## src/rtl/bitonic_sorter_pkg.sv

```systemverilog
// Shared candidate type, FSM encoding and pt ordering helper for the top-k sorter.
package bitonic_sorter_pkg;
  localparam int PT_WIDTH  = 8;
  localparam int IDX_WIDTH = 4;

  typedef struct packed {
    logic [PT_WIDTH-1:0]  pt;
    logic [IDX_WIDTH-1:0] idx;
  } muon_t;

  typedef enum logic {FILL = 1'b0, DRAIN = 1'b1} sort_state_t;

  // Strict ordering only: equal pt is never "better", so ties stay in arrival order.
  function automatic logic pt_better(input muon_t a, input muon_t b, input logic desc);
    return desc ? (a.pt > b.pt) : (a.pt < b.pt);
  endfunction
endpackage

```

## src/rtl/topk_insert_cell.sv

```systemverilog
// One slot of the systolic insertion list: decides whether this slot keeps its
// entry, takes the new candidate, or takes its left neighbour's entry.
module topk_insert_cell
  import bitonic_sorter_pkg::*;
#(
  parameter bit DIR = 1'b1
) (
  input  muon_t cand,
  input  muon_t own,
  input  logic  own_valid,
  input  muon_t left,
  input  logic  left_valid,
  input  logic  left_keep,
  output logic  keep,
  output muon_t nxt,
  output logic  nxt_valid
);
  // keep is a prefix over the sorted list; the first non-keep slot receives the candidate.
  always_comb begin
    keep      = own_valid && !pt_better(cand, own, DIR);
    nxt       = own;
    nxt_valid = own_valid;
    if (!keep) begin
      if (left_keep) begin
        nxt       = cand;
        nxt_valid = 1'b1;
      end else begin
        nxt       = left;
        nxt_valid = left_valid;
      end
    end
  end
endmodule

```

## src/rtl/streaming_topk_sorter.sv

```systemverilog
// Streaming top-k sorter: inserts one candidate per cycle into a sorted register
// list during FILL, then streams the retained entries head-first during DRAIN.
module streaming_topk_sorter
  import bitonic_sorter_pkg::*;
#(
  parameter int TOP_K  = 8,
  parameter int DIR    = 1,
  parameter int DROP_W = 8
) (
  input  logic              clk,
  input  logic              rst_n,
  input  logic              in_valid,
  output logic              in_ready,
  input  muon_t             in_muon,
  input  logic              in_last,
  output logic              out_valid,
  input  logic              out_ready,
  output muon_t             out_muon,
  output logic              out_last,
  output logic [DROP_W-1:0] dropped
);
  localparam int CW = $clog2(TOP_K + 1);
  localparam logic [DROP_W-1:0] DROP_MAX = {DROP_W{1'b1}};

  sort_state_t             state, state_nxt;
  muon_t [TOP_K-1:0]       list, ins_e;
  logic  [TOP_K-1:0]       vld, ins_v;
  logic  [TOP_K:0]         keep;
  logic  [CW-1:0]          cnt;
  logic                    accept, out_xfer;

  assign accept   = in_valid && in_ready;
  assign out_xfer = out_valid && out_ready;
  assign keep[0]  = 1'b1;

  generate
    for (genvar i = 0; i < TOP_K; i++) begin : g_cell
      muon_t left_e;
      logic  left_v;
      if (i == 0) begin : g_head
        assign left_e = '0;
        assign left_v = 1'b0;
      end else begin : g_body
        assign left_e = list[i-1];
        assign left_v = vld[i-1];
      end
      topk_insert_cell #(.DIR(DIR != 0)) u_cell (
        .cand      (in_muon),
        .own       (list[i]),
        .own_valid (vld[i]),
        .left      (left_e),
        .left_valid(left_v),
        .left_keep (keep[i]),
        .keep      (keep[i+1]),
        .nxt       (ins_e[i]),
        .nxt_valid (ins_v[i])
      );
    end
  endgenerate

  // State register.
  always_ff @(posedge clk or negedge rst_n) begin
    if (!rst_n) state <= FILL;
    else        state <= state_nxt;
  end

  // Next state and handshake outputs; in_ready is held low while reset is asserted.
  always_comb begin
    state_nxt = state;
    in_ready  = 1'b0;
    out_valid = 1'b0;
    out_last  = 1'b0;
    out_muon  = '0;
    case (state)
      FILL: begin
        in_ready = rst_n;
        if (accept && in_last) state_nxt = DRAIN;
      end
      DRAIN: begin
        out_valid = 1'b1;
        out_muon  = list[0];
        out_last  = (cnt == CW'(1));
        if (out_xfer && out_last) state_nxt = FILL;
      end
      default: state_nxt = FILL;
    endcase
  end

  // List, occupancy and drop counter. A full list drops exactly one entry per
  // accept (either the candidate or the displaced tail). Draining shifts zeros in,
  // so the list is empty again once the last entry leaves.
  always_ff @(posedge clk or negedge rst_n) begin
    if (!rst_n) begin
      list    <= '0;
      vld     <= '0;
      cnt     <= '0;
      dropped <= '0;
    end else if (state == FILL && accept) begin
      if (!keep[TOP_K]) begin
        list <= ins_e;
        vld  <= ins_v;
      end
      if (cnt == '0)
        dropped <= '0;
      else if (cnt == CW'(TOP_K) && dropped != DROP_MAX)
        dropped <= dropped + DROP_W'(1);
      if (cnt != CW'(TOP_K)) cnt <= cnt + CW'(1);
    end else if (state == DRAIN && out_xfer) begin
      list <= {muon_t'('0), list[TOP_K-1:1]};
      vld  <= {1'b0, vld[TOP_K-1:1]};
      cnt  <= cnt - CW'(1);
    end
  end
endmodule

```

## config.mk

```make
export PLATFORM = sky130hd
export DESIGN_NAME = streaming_topk_sorter
export DESIGN_NICKNAME = d
export VERILOG_FILES = /design/src/rtl/bitonic_sorter_pkg.sv /design/src/rtl/topk_insert_cell.sv /design/src/rtl/streaming_topk_sorter.sv
export SDC_FILE = /design/constraint.sdc
export NUM_CORES = 1
export LEC_CHECK = 0
export CORE_ASPECT_RATIO = 0.9
export CORE_MARGIN = 2
export CORE_UTILIZATION = 40
export DETAILED_ROUTE_END_ITERATION = 10
export DONT_BUFFER_PORTS = 1
export GPL_TIMING_DRIVEN = 0
export PLACE_DENSITY = 0.65
export REMOVE_ABC_BUFFERS = 1
export SYNTH_ARGS = -nofsm -noshare
export SYNTH_HDL_FRONTEND = slang
export SYNTH_SLANG_ARGS = --single-unit
```

## constraint.sdc

```tcl
create_clock -name clk -period 6.6 [get_ports clk]
set_input_delay 0.66 -clock clk [delete_from_list [all_inputs] [get_ports clk]]
set_output_delay 0.66 -clock clk [all_outputs]
set_load 0.02 [all_outputs]
```

Word level (Yosys, flattened, before mapping):

Index checks and enable logic that the tools add are counted.

* $add $sub $neg: 3
* $lt $le $gt $ge: 8
* equal/unequal tests: 13
* muxes and demuxes: 46
* bitwise operators: 1
* reductions and logical operators: 36

Operators with widths (count)
* two-way mux 96 bit: 3
* two-way mux 12 bit: 15
* greater-than comparator 8 bit: 8
* two-way mux 8 bit: 5
* AND reduction 3 bit: 7
* two-way mux 1 bit: 19
* != test 2 bit, second input constant: 8
* logical AND 1 bit: 15
* two-way mux 4 bit: 3
* adder 8 x 1 -> 8 bit, second input constant: 1
* zero test 1 bit: 8
* != test 8 bit, second input constant: 1
* AND reduction 2 bit: 3
* adder 4 x 1 -> 4 bit, second input constant: 1
* equality test 4 x 1 -> 1 bit, second input constant: 1
* equality test 4 bit, second input constant: 1
* zero test 4 bit: 1
* != test 4 bit, second input constant: 1
* nonzero test 2 bit: 2
* subtractor 4 x 1 -> 4 bit, second input constant: 1
* != test 2 x 1 -> 1 bit, second input constant: 1
* case mux 1 bit (2 select lines): 1
* inverter 1 bit: 1

* register bits after elaboration: 117
* bits of input ports: 17
* logic and storage cells: 134

Longest topological paths before layout:

Gate-level depths: netlist (run 1).

* word-level depth: 7
* gate-level depth with buffers: 10
* gate-level depth less buffers: 8

Hierarchy:

Synthesis (run 1) repeated with hierarchy kept, for this count alone.

* cell total of the unflattened synthesis: 990
* area, all modules: 9714.3 um2

By module, submodules not included
* streaming_topk_sorter: instances 1, cells an instance 518, area each 5507.8 um2, seq. area each 2927.8 um2
* topk_insert_cell at g_cell[3].u_cell ...: instances 5, cells an instance 59, area each 523.0 um2, seq. area each 0.0 um2
* topk_insert_cell at g_cell[0].u_cell ...: instances 3, cells an instance 59, area each 530.5 um2, seq. area each 0.0 um2

Worst setup path after synthesis (run 1):

Ideal clock, no wire load.

* kind: input -> register
* from: input port in_muon[4] in the netlist's numbering
* to: register list (netlist bit g_cell[2].left_e[10])
* library setup time: 0.129 ns
* arrival time: 2.413 ns
* slack: 4.058 ns
* stages on the path: 10
* buffers on the path: 3
* path through: inv_1 -> ha_1 -> and4_1 -> and3_1 -> buf_2 -> a31o_2 -> buf_2 -> buf_2 -> o211ai_1 -> o31ai_1

* longest elaborated chain between the ends: 7

Ends and longest elaborated chain
* from (decl): RTL line streaming_topk_sorter.sv:14 `input muon_t in_muon,`
* greater-than comparator 8 bit: RTL line bitonic_sorter_pkg.sv:15 `return desc ? (a.pt > b.pt) : (a.pt < b.pt);`
* zero test 1 bit: RTL line topk_insert_cell.sv:20 `keep = own_valid && !pt_better(cand, own, DIR);`
* logical AND 1 bit: RTL line topk_insert_cell.sv:20
* two-way mux 12 bit: RTL line topk_insert_cell.sv:24 `if (left_keep) begin`
* two-way mux 12 bit: RTL line topk_insert_cell.sv:23 `if (!keep) begin`
* two-way mux 96 bit: RTL line streaming_topk_sorter.sv:99 `if (!keep[TOP_K]) begin`
* two-way mux 96 bit: RTL line streaming_topk_sorter.sv:98 `end else if (state == FILL && accept) begin`
* to (signal assigned): RTL line streaming_topk_sorter.sv:100 `list <= ins_e;`
* to (signal assigned): RTL line streaming_topk_sorter.sv:109 `list <= {muon_t'('0), list[TOP_K-1:1]};`
* to (decl): RTL line streaming_topk_sorter.sv:26 `muon_t [TOP_K-1:0] list, ins_e;`

Several ways; a longest one is shown, not always the timed one. The select of a mux whose other input is x is not followed.
A chain may end at the register's enable or synchronous reset.

Worst setup path in the final report (run 1):

* from: register state
* to: register list (netlist bit g_cell[5].left_e[4])

* longest elaborated chain between the ends: 5

Ends and longest elaborated chain
* from (decl): RTL line streaming_topk_sorter.sv:25 `sort_state_t state, state_nxt;`
* from (signal assigned): RTL line streaming_topk_sorter.sv:64 `else state <= state_nxt;`
* two-way mux 1 bit (*): RTL line streaming_topk_sorter.sv:74 `case (state)`
* net in_ready: RTL line streaming_topk_sorter.sv:13 `output logic in_ready,`
* logical AND 1 bit (*): RTL line streaming_topk_sorter.sv:32 `assign accept = in_valid && in_ready;`
* logical AND 1 bit (*): RTL line streaming_topk_sorter.sv:98
* != test 2 bit (no line) / nonzero test 2 bit (equally long branches)
* AND reduction 3 bit (no line)

The timed path passes the listed nets; every way through them passes the cells marked *.

==> flow_metrics.tcl, run 1 <==
set metrics [dict create \
    hpwlAfterDp_um 16100 \
    grt_usage 0.216 \
    fin_cells 1198 \
    io_buffer_count 0 \
    yosysTopAreaCell "dfrtp_1" \
    synthTopCellsByArea "dfrtp_1 34%, ha_1 10%, o211ai_1 5.1%, mux2i_1 4.8%, nor2_1 3.7%" \
    via_per_inst 6.00 \
    yosys_most_used_dff "dfrtp_1" \
    seq_area_frac_synth 0.343 \
    max_cap_violations 0 \
    fin_skew_ns 0.0107 \
    grt_overflow_total 0 \
    dr.first_iter.drc_count 635 \
    clkTransAtPathRegs_ns 0.06 \
    grt_max_degree 118 \
    std_cell_rows 50 \
    cts_buffer_depth 2 \
    postRouteAntennaNets 0 \
    r2r_cells 8 \
    routed_wirelength_um 23200 \
    critical_path_arrival_ns 4.51 \
    timing.hold.ws_ns 0.148 \
    grt_pass1_vias 6991 \
    place_ws_ns 1.96 \
    status "finished clean" \
    rsz0062_at_grt "false" \
    post_cts_resized 0 \
    internal-power_w 0.00240 \
    setup_viol 0 \
    synth_area_per_cell_um2 9.06 \
    die_y_um 142 \
    min_path_type "in2async" \
    remaining_drc_errors 0 \
    cp.required_ns 6.90 \
    postSynth.asyncResetShare 1.00 \
    min_period_ns 4.20 \
    finalHoldViolations 0 \
    synthCells 941 \
    pwr_density_cell_mw_per_mm2 447 \
    core_region_area_mm2 0.0208 \
    p_leak_nw 3.93 \
    cts-root-buf "clkbuf_16" \
    synth_cell_types 58 \
    cts_setup_buffers 0 \
    power_frac_clock 0.237 \
    worstSetupEndpointType "flop" \
    gp_congestion 0.837 \
    drive_gt1_frac 0.0965 \
    area_growth_pct 9.22 \
    path_class "reg2reg" \
    antenna_found_initial 0 \
    worstSkewPairLatency_ns 0.43 \
    p_sw_w 0.00176 \
    regArea_mm2 0.00293 \
    worst_pin_slew_ns 1.30 \
    finalCritPeriodShare 0.637 \
    num-fill-cells 2019 \
    fmax_ghz 0.238 \
    vias 7193 \
    drt-pass1-iter-count 5 \
    cts_sinks 117 \
    die_area_mm2 0.0225 \
    io_pins 40 \
    cts_tree "built" \
    drv_slew 0 \
    multi_input_area_mm2 0.00503 \
    fin_tns_setup_ns 0 \
    r2r-end "g_cell[5].left_e[4]$_DFFE_PN0P_" \
    htreeDepth 4 \
    dp.cells 1165 \
    finalNetCount 984 \
    netlist_area_mm2 0.00852 \
    synth_top_area_share 0.343 \
    initial_core_util 0.409 \
    critPathLaunch "state$_DFF_PN0_" \
    fin_ws_ns 2.40 \
    swShare 0.422 \
    grt_pass1_wl_um 38100 \
    peakVddDrop_mv 0.163 \
    worstPathMaxFanout 57 \
    rr_startpoint "state$_DFF_PN0_" \
    p_seq_frac 0.305 \
    slew_headroom 0.126 \
    dieWidth_um 158 \
    numCtsBuffers 17 \
    rrSetupSlack_ns 2.40 \
    insertedDiodeCount 0 \
    cp-start-kind "flop" \
    wl_per_cell_um 19.4 \
    synth-edff-count 0 \
    yosysWarnings 0 \
    pwr-share-comb 0.459 \
    synth-seq-cells 117 \
]
==> routing by layer <==
metal	track usage	up-vias	share of wire
met5	0	-	0
met4	0.0531	0	0.011
met3	0.0509	25	0.057
met2	0.321	182	0.44
met1	0.315	3557	0.50
li1	-	3429	-
==> how the worst max path moves through the flow <==
stage / to
after floorplan: g_cell[5].left_e[0]$_DFFE_PN0P_
after global placement: g_cell[5].left_e[0]$_DFFE_PN0P_
after detailed placement: g_cell[5].left_e[0]$_DFFE_PN0P_
after CTS: g_cell[5].left_e[4]$_DFFE_PN0P_
after global routing: g_cell[5].left_e[4]$_DFFE_PN0P_
final: g_cell[5].left_e[4]$_DFFE_PN0P_
==> synthesized netlist by cell type (2+ instances only) <==
cell,number
o21a_1,5
a21o_1,3
buf_4,4
a22o_1,3
dfrtp_1,117
xor2_1,2
and4_1,4
nand2b_1,2
and3_1,18
or2_2,2
o31ai_1,38
a211oi_1,20
buf_6,3
o21ai_1,2
o21ai_4,2
a32oi_1,2
mux2i_1,41
clkbuf_1,30
buf_2,27
a221o_1,10
a22oi_1,7
a21oi_1,47
mux2_2,26
ha_1,68
o21ai_0,34
xnor2_1,2
a31oi_1,5
inv_1,68
nand2_1,46
a31o_2,3
nor2b_1,15
a211o_1,2
nor2_1,85
nand4_1,22
o211ai_1,58
mux2_4,5
a32o_1,7
nand3_1,29
buf_1,3
a221oi_1,26
o221ai_1,7
and2_1,25
==> worst max-delay path: stages, from the launching register on <==
cell and delay [ns]:
dfrtp_1 0.65, nor2b_2 0.81, nand2_4 0.55, buf_12 0.37, nor2_1 0.21, o21ai_4 0.14
buf_12 0.19, o21ai_2 0.68, mux2_2 0.41
==> final cells by class <==
type | count | area share
Multi-Input combinational cell | 689 | 0.541
Sequential cell | 117 | 0.314
Clock buffer | 21 | 0.0505
Tap cell | 286 | 0.0384
Inverter | 68 | 0.0274
Clock inverter | 11 | 0.0160
Timing Repair Buffer | 6 | 0.0124
==> registers in the layout (all words and copies together), names as in the netlist <==
| signal | cells |
|---|---|
| vld | 8 |
| list | 12 |
| cnt | 4 |
| state | 1 |
| g_cell.left_e | 84 |
| dropped | 8 |
==> through the flow <==
step	utilization	cell area (um^2)	total power [W]
2_1_floorplan	-	8200	0.00265
3_3_place_gp	0.411	8560	0.00308
3_5_place_dp	0.416	8660	0.00314
4_1_cts	0.447	9310	0.00415
5_1_grt	0.447	9310	0.00447
6_report	0.447	9310	0.00416
==> logic make-up (layout without fill, tap and decap cells) <==
group	after synthesis	count (layout)	share of synthesized area
AO/OA/AOI/OAI	289	289	0.246
AND/OR/NAND/NOR	256	256	0.148
buffers and inverters	135	106	0.0678
flip-flops	117	117	0.343
multiplexers	72	72	0.0913
adder cells (fa/ha/maj)	68	68	0.0998
XOR/XNOR	4	4	0.00411
==> placed cells by master (no fill, tap or decap), types with 3 or more instances in the layout <==
master and n:
ha_1 68, a221oi_1 26, dfrtp_1 117, o21a_1 5, a31o_2 3, inv_1 68, mux2i_1 41, a221o_1 10
clkbuf_16 17, o211ai_1 58, buf_12 4, o31ai_1 38, clkbuf_8 3, a31oi_1 5, a21o_1 3, a211oi_1 20
o21ai_0 33, and3_1 18, mux2_2 26, nor2_1 85, mux2_4 5, bufinv_16 3, nand4_1 22, nand3_1 29
a32o_1 7, nand2_1 44, clkinvlp_4 3, nor2b_1 15, a22o_1 3, o221ai_1 7, and4_1 4, a22oi_1 7
and2_1 24, a21oi_1 47
==> repair_timing <==
item / in CTS / in global routing
hold buffers: 1 / 0
setup endpoints to repair: 0 / 0
endpoints found under the hold margin: 117 / 0
==> power by group through the flow <==
stage | Clock, W | Combinational, W | Sequential, W
6_report | 0.000984 | 0.00191 | 0.00127
5_1_grt | 0.00103 | 0.00213 | 0.00131
3_5_place_dp | 0 | 0.00186 | 0.00127
2_1_floorplan | 0 | 0.00145 | 0.00120
3_3_place_gp | 0 | 0.00181 | 0.00127
4_1_cts | 0.000994 | 0.00189 | 0.00127
No activity file was read; power rests on OpenSTA's default activity.
==> run 2: changes to the inputs <==
--- a/config.mk
+++ b/config.mk
@@ -5,13 +5,14 @@
 export SDC_FILE = /design/constraint.sdc
 export NUM_CORES = 1
 export LEC_CHECK = 0
+export ABC_AREA = 1
 export CORE_ASPECT_RATIO = 0.9
 export CORE_MARGIN = 2
 export CORE_UTILIZATION = 40
 export DETAILED_ROUTE_END_ITERATION = 10
 export DONT_BUFFER_PORTS = 1
 export GPL_TIMING_DRIVEN = 0
-export PLACE_DENSITY = 0.65
+export PLACE_DENSITY = 0.67
 export REMOVE_ABC_BUFFERS = 1
 export SYNTH_ARGS = -nofsm -noshare
 export SYNTH_HDL_FRONTEND = slang
==> constraint.sdc (replaced) <==
create_clock -name clk -period 3.7 [get_ports clk]
set_input_delay 0.37 -clock clk [delete_from_list [all_inputs] [get_ports clk]]
set_output_delay 0.37 -clock clk [all_outputs]
set_load 0.02 [all_outputs]
==> run 2 against run 1 <==
Effect of this change:
- design area is 2.0% higher
- critical path type unchanged
- clock power increased by 71%
- setup slack worse by 2.2 ns
- wire length grew 9.1%
- largest power group unchanged
- synthesized cell count is 45% higher
- core utilization shrank 0.64 points
- non-clock buffer count fell by 3
- clock skew down 0.0017 ns
==> flow_metrics.tcl, run 2 <==
set metrics [dict create \
    min_period_ns 3.48 \
    pwr_density_cell_mw_per_mm2 702 \
    seq_area_frac_synth 0.333 \
    via_per_inst 5.15 \
    grtUsageMet2 0.362 \
    finalCritPeriodShare 0.940 \
    rsz0062_at_grt "false" \
    status "finished clean" \
    largest_reg_flops 84 \
    std_cell_rows 51 \
    p_leak_nw 5.36 \
    synth_cell_types 31 \
    antenna_found_initial 0 \
    worstPathMaxFanout 86 \
    fin_tns_setup_ns 0 \
    finalHoldViolations 0 \
    grtUsageMet1 0.307 \
    core_region_area_mm2 0.0216 \
    slew_headroom 0.514 \
    synth-seq-cells 117 \
    routed_wirelength_um 25300 \
    worstSetupEndpointType "flop" \
    max_cap_violations 0 \
    synthMuxAreaShare 0 \
    cts_tree "built" \
    yosysMostFrequentCell "nand2_1" \
    fin_ws_ns 0.220 \
    yosys_most_used_dff "dfrtp_1" \
    place_ws_ns -0.329 \
    grt_pass1_wl_um 41100 \
    htreeDepth 4 \
    synthTopCellsByArea "dfrtp_1 33%, nand2_1 27%, nand3_1 9.9%, ha_1 9.7%, inv_1 6.6%" \
    dr.first_iter.drc_count 765 \
    area_growth_pct 8.19 \
    drive_gt1_frac 0.0403 \
    synth_xor_area_frac 0.00399 \
    critical_path_arrival_ns 3.84 \
    die_area_mm2 0.0232 \
    grt_pass1_vias 7732 \
    grt.met3_usage 0.0488 \
    synth-edff-count 0 \
    fin_skew_ns 0.00899 \
    grt_overflow_total 0 \
    io_pins 40 \
    peakVddDrop_mv 0.303 \
    mostFrequentLayoutCells "632 x nand2_1, 173 x nand3_1, 154 x inv_1" \
    drv_slew 0 \
    synthCells 1369 \
    remaining_drc_errors 0 \
    insertedDiodeCount 0 \
    grt_usage 0.227 \
    die_y_um 145 \
    path_class "reg2reg" \
    cts-root-buf "clkbuf_16" \
    final_common_cell "nand2_1" \
    postSynth.asyncResetShare 1.00 \
    dieWidth_um 160 \
    grt.busiest_layer "met2" \
    setup_viol 0 \
    worst_pin_slew_ns 0.724 \
    synth_area_per_cell_um2 6.41 \
    netlist_area_mm2 0.00878 \
    initial_core_util 0.407 \
    synth_top_family_by_area "simple AND/OR/NAND/NOR gates" \
    yosysTopAreaCell "dfrtp_1" \
    yosys-top-cells-count "632 x nand2_1, 173 x nand3_1, 154 x inv_1" \
    clkTransAtPathRegs_ns 0.06 \
    cts_sinks 117 \
    io_buffer_count 0 \
    wl_per_cell_um 15.5 \
    cp-start-kind "flop" \
    yosysWarnings 0 \
    timing.hold.ws_ns 0.0747 \
    numCtsBuffers 17 \
    vias 8387 \
    min_path_type "in2reg" \
    synth_fa_ha_area_frac 0.0969 \
    synth-simple-area-share 0.410 \
    synth_top_area_share 0.333 \
    cp.required_ns 4.06 \
    synth_compound_area_frac 0.0500 \
    fmax_ghz 0.287 \
    gp_congestion 0.875 \
    finalNetCount 1411 \
    postRouteAntennaNets 0 \
    worstSkewPairLatency_ns 0.42 \
    cts_buffer_depth 2 \
    grt_max_degree 118 \
    hpwlAfterDp_um 17200 \
    drt-pass1-iter-count 5 \
]
run 2: cell type report:
class,instances,area [um^2]
Timing Repair Buffer,3,65.1
Fill cell,2254,12100
Sequential cell,117,2930
Clock buffer,19,433
Clock inverter,13,158
Inverter,162,621
Tap cell,291,364
Multi-Input combinational cell,1025,4930
run 2: worst max-delay path, stage by stage (launching register included):
cell and delay, ns:
dfrtp_1 0.78, nor2_2 0.21, nand2_4 0.31, buf_16 0.37, clkinv_8 0.36, nand2_2 0.41, nand2_4 0.26, nand2_1 0.40
nand2_1 0.09, nand2_1 0.07
run 2: layer usage:
layer	wire length, um	up-vias
met3	1900	39
li1	-	4187
met2	11200	309
met5	0	-
met1	11700	3852
met4	539	0
run 2: cells by family after synthesis:
logic type,after synthesis
xor gates and xnor gates,4
and+or+nand+nor,872
AOI/OAI and AO/OA,81
DFF,117
buffers and inverters,227
adders and majority gates,68
run 2: report_power, final:
part | internal (W) | leakage, nW | switching (W)
clock network | 0.00105 | 0.279 | 0.000624
registers | 0.00168 | 1.57 | 0.000595
logic | 0.000872 | 3.51 | 0.00184
run 2: final timing paths:
| check | from | to | slack, ns | cells past startpoint |
|---|---|---|---|---|
| setup / recovery | state$_DFF_PN0_ | g_cell[1].left_e[2]$_DFFE_PN0P_ | 0.22 | 9 |
| hold / removal | in_last | state$_DFF_PN0_ | 0.07 | 2 |
| setup reg to reg | state$_DFF_PN0_ | g_cell[1].left_e[2]$_DFFE_PN0P_ | 0.22 | 9 |
| hold reg to reg | g_cell[1].left_e[5]$_DFFE_PN0P_ | g_cell[1].left_e[5]$_DFFE_PN0P_ | 0.50 | 2 |
| max in group asynchronous | rst_n | g_cell[4].left_e[2]$_DFFE_PN0P_ | 2.65 | 2 |
| min in group asynchronous | rst_n | cnt[3]$_DFFE_PN0P_ | 0.58 | 2 |
run 2: repair_timing:
| action | CTS | global route |
|---|---|---|
| pin swaps | 0 | 0 |
| cloned | 0 | 0 |
| resized for setup | 2 | 2 |
| setup endpoints to repair | 12 | 12 |
| hold buffers | 2 | 0 |
| setup buffers | 0 | 0 |
| endpoints found under the hold margin | 117 | 0 |
run 2: per-stage QoR:
stage,cells,power (W),area (um^2),util
2_1_floorplan,1304,0.00415,8460,-
3_3_place_gp,1595,0.00484,8820,0.409
3_5_place_dp,1596,0.00493,8860,0.411
4_1_cts,1630,0.00665,9490,0.440
5_1_grt,1630,0.00723,9500,0.440
6_report,1630,0.00667,9500,0.440
